`config.mk`:
```
export PLATFORM = sky130hd
export DESIGN_NAME = approx_divider_seq
export DESIGN_NICKNAME = d
export VERILOG_FILES = /design/src/rtl/approx_divider_seq.sv
export SDC_FILE = /design/constraint.sdc
export NUM_CORES = 1
export LEC_CHECK = 0
export BUFFER_PORTS_ARGS = -buffer_cell sky130_fd_sc_hd__buf_2
export CAP_MARGIN = 20
export CORE_MARGIN = 2
export CORE_UTILIZATION = 35
export DETAILED_ROUTE_END_ITERATION = 10
export HOLD_SLACK_MARGIN = 0.02
export SLEW_MARGIN = 25
export SYNTH_ARGS = -nofsm -noshare
export SYNTH_HDL_FRONTEND = slang
export SYNTH_SLANG_ARGS = --single-unit
export TNS_END_PERCENT = 30
```
`constraint.sdc`:
```
create_clock -name clk -period 3.8 [get_ports clk]
set_clock_uncertainty 0.15 [all_clocks]
set_input_delay 0.38 -clock clk [delete_from_list [all_inputs] [get_ports clk]]
set_output_delay 0.38 -clock clk [all_outputs]
set_load 0.005 [all_outputs]
```
`src/rtl/approx_divider_seq.sv`:
```
// Sequential approximate unsigned divider: leading-one segments, restoring divide, rescale.
// Build macro APPROX_DIV_ROUND_EN selects round-half-up in the rescale stage (truncation otherwise).
module approx_divider_seq #(
    parameter int WIDTH = 16,
    parameter int SEG   = 8
) (
    input  logic             clk,
    input  logic             rst,
    input  logic             start,
    input  logic [WIDTH-1:0] a,
    input  logic [WIDTH-1:0] b,
    output logic             busy,
    output logic             done,
    output logic [WIDTH-1:0] y,
    output logic             div_by_zero
);
    localparam int IW  = (WIDTH > 1) ? $clog2(WIDTH) : 1;
    localparam int QW  = 2 * SEG;
    localparam int QW1 = QW + 1;
    localparam int CW  = $clog2(QW + 1);
    localparam int SW  = $clog2(WIDTH + SEG + 1) + 1;
    localparam int XW  = (WIDTH > QW1) ? WIDTH : QW1;

    typedef enum logic [1:0] {S_IDLE, S_LOD, S_DIV, S_SHIFT} state_t;

    state_t           state_q;
    logic [WIDTH-1:0] a_q, b_q, y_q;
    logic [QW-1:0]    num_q;
    logic [SEG-1:0]   den_q, rem_q;
    logic [IW-1:0]    sa_q, sb_q;
    logic [CW-1:0]    cnt_q;
    logic             busy_q, done_q, dbz_q;

    function automatic logic [IW-1:0] lead_one(input logic [WIDTH-1:0] v);
        logic [IW-1:0] idx;
        idx = '0;
        for (int i = 0; i < WIDTH; i++) begin
            if (v[i]) idx = IW'(i);
        end
        return idx;
    endfunction

    // Offset of the segment's LSB; operands narrower than SEG are kept whole.
    function automatic logic [IW-1:0] seg_offset(input logic [IW-1:0] k);
        return (int'(k) >= SEG) ? IW'(int'(k) - SEG + 1) : '0;
    endfunction

    logic [IW-1:0]  sa_d, sb_d;
    logic [SEG-1:0] m_d, n_d;

    always_comb begin
        sa_d = seg_offset(lead_one(a_q));
        sb_d = seg_offset(lead_one(b_q));
        m_d  = SEG'(a_q >> sa_d);
        n_d  = SEG'(b_q >> sb_d);
    end

    // One restoring-division step: the dividend shifts out MSB-first while
    // quotient bits shift in at the LSB of the same register.
    logic [SEG:0] trial_d, diff_d;
    logic         take_d;

    always_comb begin
        trial_d = {rem_q, num_q[QW-1]};
        diff_d  = trial_d - {1'b0, den_q};
        take_d  = (trial_d >= {1'b0, den_q});
    end

    int               sh_int_d;
    logic [SW-1:0]    sh_d;
    logic [QW:0]      rnd_d, sum_d, scaled_d;
    logic [XW-1:0]    wide_d;
    logic [WIDTH-1:0] y_d;

    always_comb begin
        sh_int_d = SEG + int'(sb_q) - int'(sa_q);
        sh_d     = (sh_int_d > 0) ? SW'(sh_int_d) : '0;
`ifdef APPROX_DIV_ROUND_EN
        rnd_d    = (sh_d != '0) ? (QW1'(1) << (sh_d - SW'(1))) : '0;
`else
        rnd_d    = '0;
`endif
        sum_d    = {1'b0, num_q} + rnd_d;
        scaled_d = sum_d >> sh_d;
        wide_d   = XW'(scaled_d);
        // A negative shift would need a left shift, which cannot be represented: saturate.
        if (sh_int_d < 0 || wide_d > XW'({WIDTH{1'b1}})) begin
            y_d = '1;
        end else begin
            y_d = WIDTH'(wide_d);
        end
    end

    always_ff @(posedge clk or posedge rst) begin
        if (rst) begin
            state_q <= S_IDLE;
            a_q     <= '0;
            b_q     <= '0;
            y_q     <= '0;
            num_q   <= '0;
            den_q   <= '0;
            rem_q   <= '0;
            sa_q    <= '0;
            sb_q    <= '0;
            cnt_q   <= '0;
            busy_q  <= 1'b0;
            done_q  <= 1'b0;
            dbz_q   <= 1'b0;
        end else begin
            done_q <= 1'b0;
            case (state_q)
                S_IDLE: begin
                    if (start) begin
                        a_q     <= a;
                        b_q     <= b;
                        dbz_q   <= 1'b0;
                        busy_q  <= 1'b1;
                        state_q <= S_LOD;
                    end
                end
                S_LOD: begin
                    if (b_q == '0) begin
                        y_q     <= '1;
                        dbz_q   <= 1'b1;
                        done_q  <= 1'b1;
                        busy_q  <= 1'b0;
                        state_q <= S_IDLE;
                    end else begin
                        num_q   <= {m_d, {SEG{1'b0}}};
                        den_q   <= n_d;
                        rem_q   <= '0;
                        sa_q    <= sa_d;
                        sb_q    <= sb_d;
                        cnt_q   <= '0;
                        state_q <= S_DIV;
                    end
                end
                S_DIV: begin
                    rem_q <= take_d ? diff_d[SEG-1:0] : trial_d[SEG-1:0];
                    num_q <= {num_q[QW-2:0], take_d};
                    cnt_q <= cnt_q + CW'(1);
                    if (cnt_q == CW'(QW - 1)) begin
                        state_q <= S_SHIFT;
                    end
                end
                S_SHIFT: begin
                    y_q     <= y_d;
                    done_q  <= 1'b1;
                    busy_q  <= 1'b0;
                    state_q <= S_IDLE;
                end
                default: state_q <= S_IDLE;
            endcase
        end
    end

    assign busy        = busy_q;
    assign done        = done_q;
    assign y           = y_q;
    assign div_by_zero = dbz_q;

endmodule

```
==> summary.md <==
| Metric | Value |
|---|---|
| Status | completed |
| Die Wd | 145 um |
| Avg WL per Cell | between 15 and 20 um |
| Yosys top cell by area | dfrtp_1 |
| Vias per Instance | 5.54 |
| CP Capture Type | register |
| Clk_lat worst skew | between 300 and 400 ps |
| Worst R2R Setup Slack | between 500 and 600 ps |
| Worst Reg-to-Reg Cells | 10 |
| H-tree depth | 3 |
| Area grow syn2layout | 12.7% |
| Maximum clock frequency | between 300 and 400 MHz |
| Crit path DAT | about 3400 ps |
| Nets | 858 |
| Synthesized net count | around 810 |
| Final setup fails | 0 |
| CP startpoint kind | register |
| Post-synth EDFFs | 0 |
| Clock sink count | a little under 100 |
| Synth cell types | 82 |
| Synthesized flop and latch total | just under 100 |
| Max Cap Viol | 0 |
| Reg-to-reg endpoint | y[1] |
| CTS Buf Count | 9 |
| Routed vias | 5920 |
| Share of layout cells above drive strength 1 | between 10% and 20% |
| Row count | about 50 |
| DIE AREA | around 21000 um^2 |
| Post-DP HPWL | 12900 um |
| Die Ht | between 100 and 150 um |
| Worst Hold Class | primary input to async pin |
| GR Overflow Total | 0 |
| Max-slew violations | 0 |
| Starting Density | approximately 36% |
| Top-count cell post-synth | dfrtp_1 |
| Slew HR | between 40 and 50% |
| Total track usage | 17.5% |
| CTS max path bufs | 2 |
| Synth top area share | between 30 and 40% |
| Worst-margin pin slew | 840 ps |
| Largest net degree at the start of global routing | 66 |
| Ys Warns | 0 |
| First-pass GRT wire length | roughly 29000 um |
| Drt pass-1 iters | 5 |
| CTS tree | done |
| Initial antenna violation count | 0 |
| Syn avg cell area | 9.18 um^2 |
| Post-route ant nets | 0 |
| CP Max Fanout | 17 |
| # Post-CTS Setup Buffers | 0 |
| Netlist Area Pre-Place | slightly below 7000 um^2 |
| Ant diodes | 0 |
| Placeable Area | 19500 um^2 |
| Main area contributors after synthesis | dfrtp_1, mux2_2, mux2i_1 |
| Sequential fraction of the synthesis area | 35.4% |
| Global placement routability congestion | about 0.9 |
| Async S/R FF share, synth | 100% |
| Post-cts gate resize count | 0 |
| Drt initial violations | around 470 |
| Ports | 54 |
| Port Buffers | 53 |
| Drt drc | 0 |
| FF-to-FF Start | sb_q[1] |
| Worst path required time | between 3000 and 4000 ps |
| Period utilization | 86.7% |
| CTS Root Cell | clkbuf_16 |
| Hold buffers post-CTS | 0 |
| Top post-synthesis cells by count | dfrtp_1, nand2_1, a21oi_1, o21ai_0 |
| Final hold vios | 0 |
| Vias in the first global route | ~5700 |
| RSZ-0062 raised after global routing | no |
| Final WL | roughly 18000 um |
| Final TNS setup | 0 ps |
| Worst-path clk slew | 70 ps |
| Cells after Synth | 754 |
| Final min period | roughly 3300 ps |
| Setup CP Type | register to register |
| Primary FF master, synth | dfrtp_1 |
layout by cell type, fill, tap and decap left out, types with 8 or more instances in the layout:
| cell | instances |
|---|---|
| and3_1 | 9 |
| a31oi_1 | 8 |
| o21a_1 | 11 |
| nand2b_1 | 11 |
| dfrtp_1 | 98 |
| a211oi_1 | 11 |
| nor2b_1 | 15 |
| nor3_1 | 19 |
| a22o_1 | 12 |
| inv_1 | 40 |
| nand3_1 | 21 |
| clkbuf_16 | 9 |
| a21oi_1 | 52 |
| mux4_2 | 8 |
| buf_4 | 23 |
| mux2i_1 | 37 |
| o211ai_1 | 12 |
| o21ai_0 | 49 |
| ha_1 | 23 |
| buf_2 | 53 |
| nand2_1 | 65 |
| mux2_2 | 36 |
| nor2_1 | 41 |
registers in the layout (all words and copies together), names as in the netlist, 4 cells and up, named ones only:
register,cells
num_q,16
sb_q,4
b_q,16
sa_q,4
den_q,8
a_q,16
y,16
cnt_q,5
rem_q,8
critical path, cell delays in order, from the launching register on:
cell	delay [ps]
dfrtp_1	390
ha_1	280
ha_1	160
inv_1	60
fa_1	470
nand2b_1	270
a21oi_2	160
buf_4	250
mux4_2	530
a222oi_1	320
a21oi_1	120
final cells by class:
cell class                      count  area [um^2]
Clock inverter                      5         61.3
Multi-Input combinational cell    572         4120
Clock buffer                       11          243
Sequential cell                    98         2450
Fill cell                        1986        11700
Tap cell                          265          332
Timing Repair Buffer               76          438
Inverter                           41          156
kinds of logic after synthesis:
kind of cell    Yosys count  share of synthesized area (%)
simple gates            211                           15.3
flops                    98                           35.4
xor+xnor                  3                          0.380
mux                      82                           14.0
buf+inv                  84                           5.19
compound gates          251                           24.9
fa+ha+maj                25                           4.73
metal layers:
layer / vias up / part of all wire, % / GRT usage (%)
li1: 2905 / - / -
met1: 2852 / 50 / 25.6
met2: 148 / 45 / 26.7
met3: 15 / 4.2 / 3.06
met4: 0 / 1.1 / 4.91
met5: - / 0 / 0
how the worst max path moves through the flow:
stage | from | slack [ps] | depth (start not counted) | to
final | sb_q[1] | 510 | 10 | y[1]
after global routing | b_q[2] | 240 | 12 | den_q[1]
after CTS | sb_q[1] | 520 | 10 | y[1]
after detailed placement | sb_q[1] | 550 | 10 | y[1]
after global placement | sb_q[1] | 590 | 10 | y[1]
after floorplan | sb_q[1] | 640 | 11 | y[1]
through the flow:
stage	utilization, %	worst slack, ps	instances	instance area (um^2)	hold WS (ps)
3_5_place_dp	38.5	551	1052	7500	323
6_report	40.1	506	1068	7800	38.1
2_1_floorplan	-	635	754	6920	300
3_3_place_gp	38.5	592	1052	7500	315
4_1_cts	40.1	515	1068	7800	70.3
5_1_grt	40.1	241	1068	7800	89.2
Power is left out: the tool's default activity adds up to more than one toggle a clock period on the data nets, which glitch-free logic cannot reach.
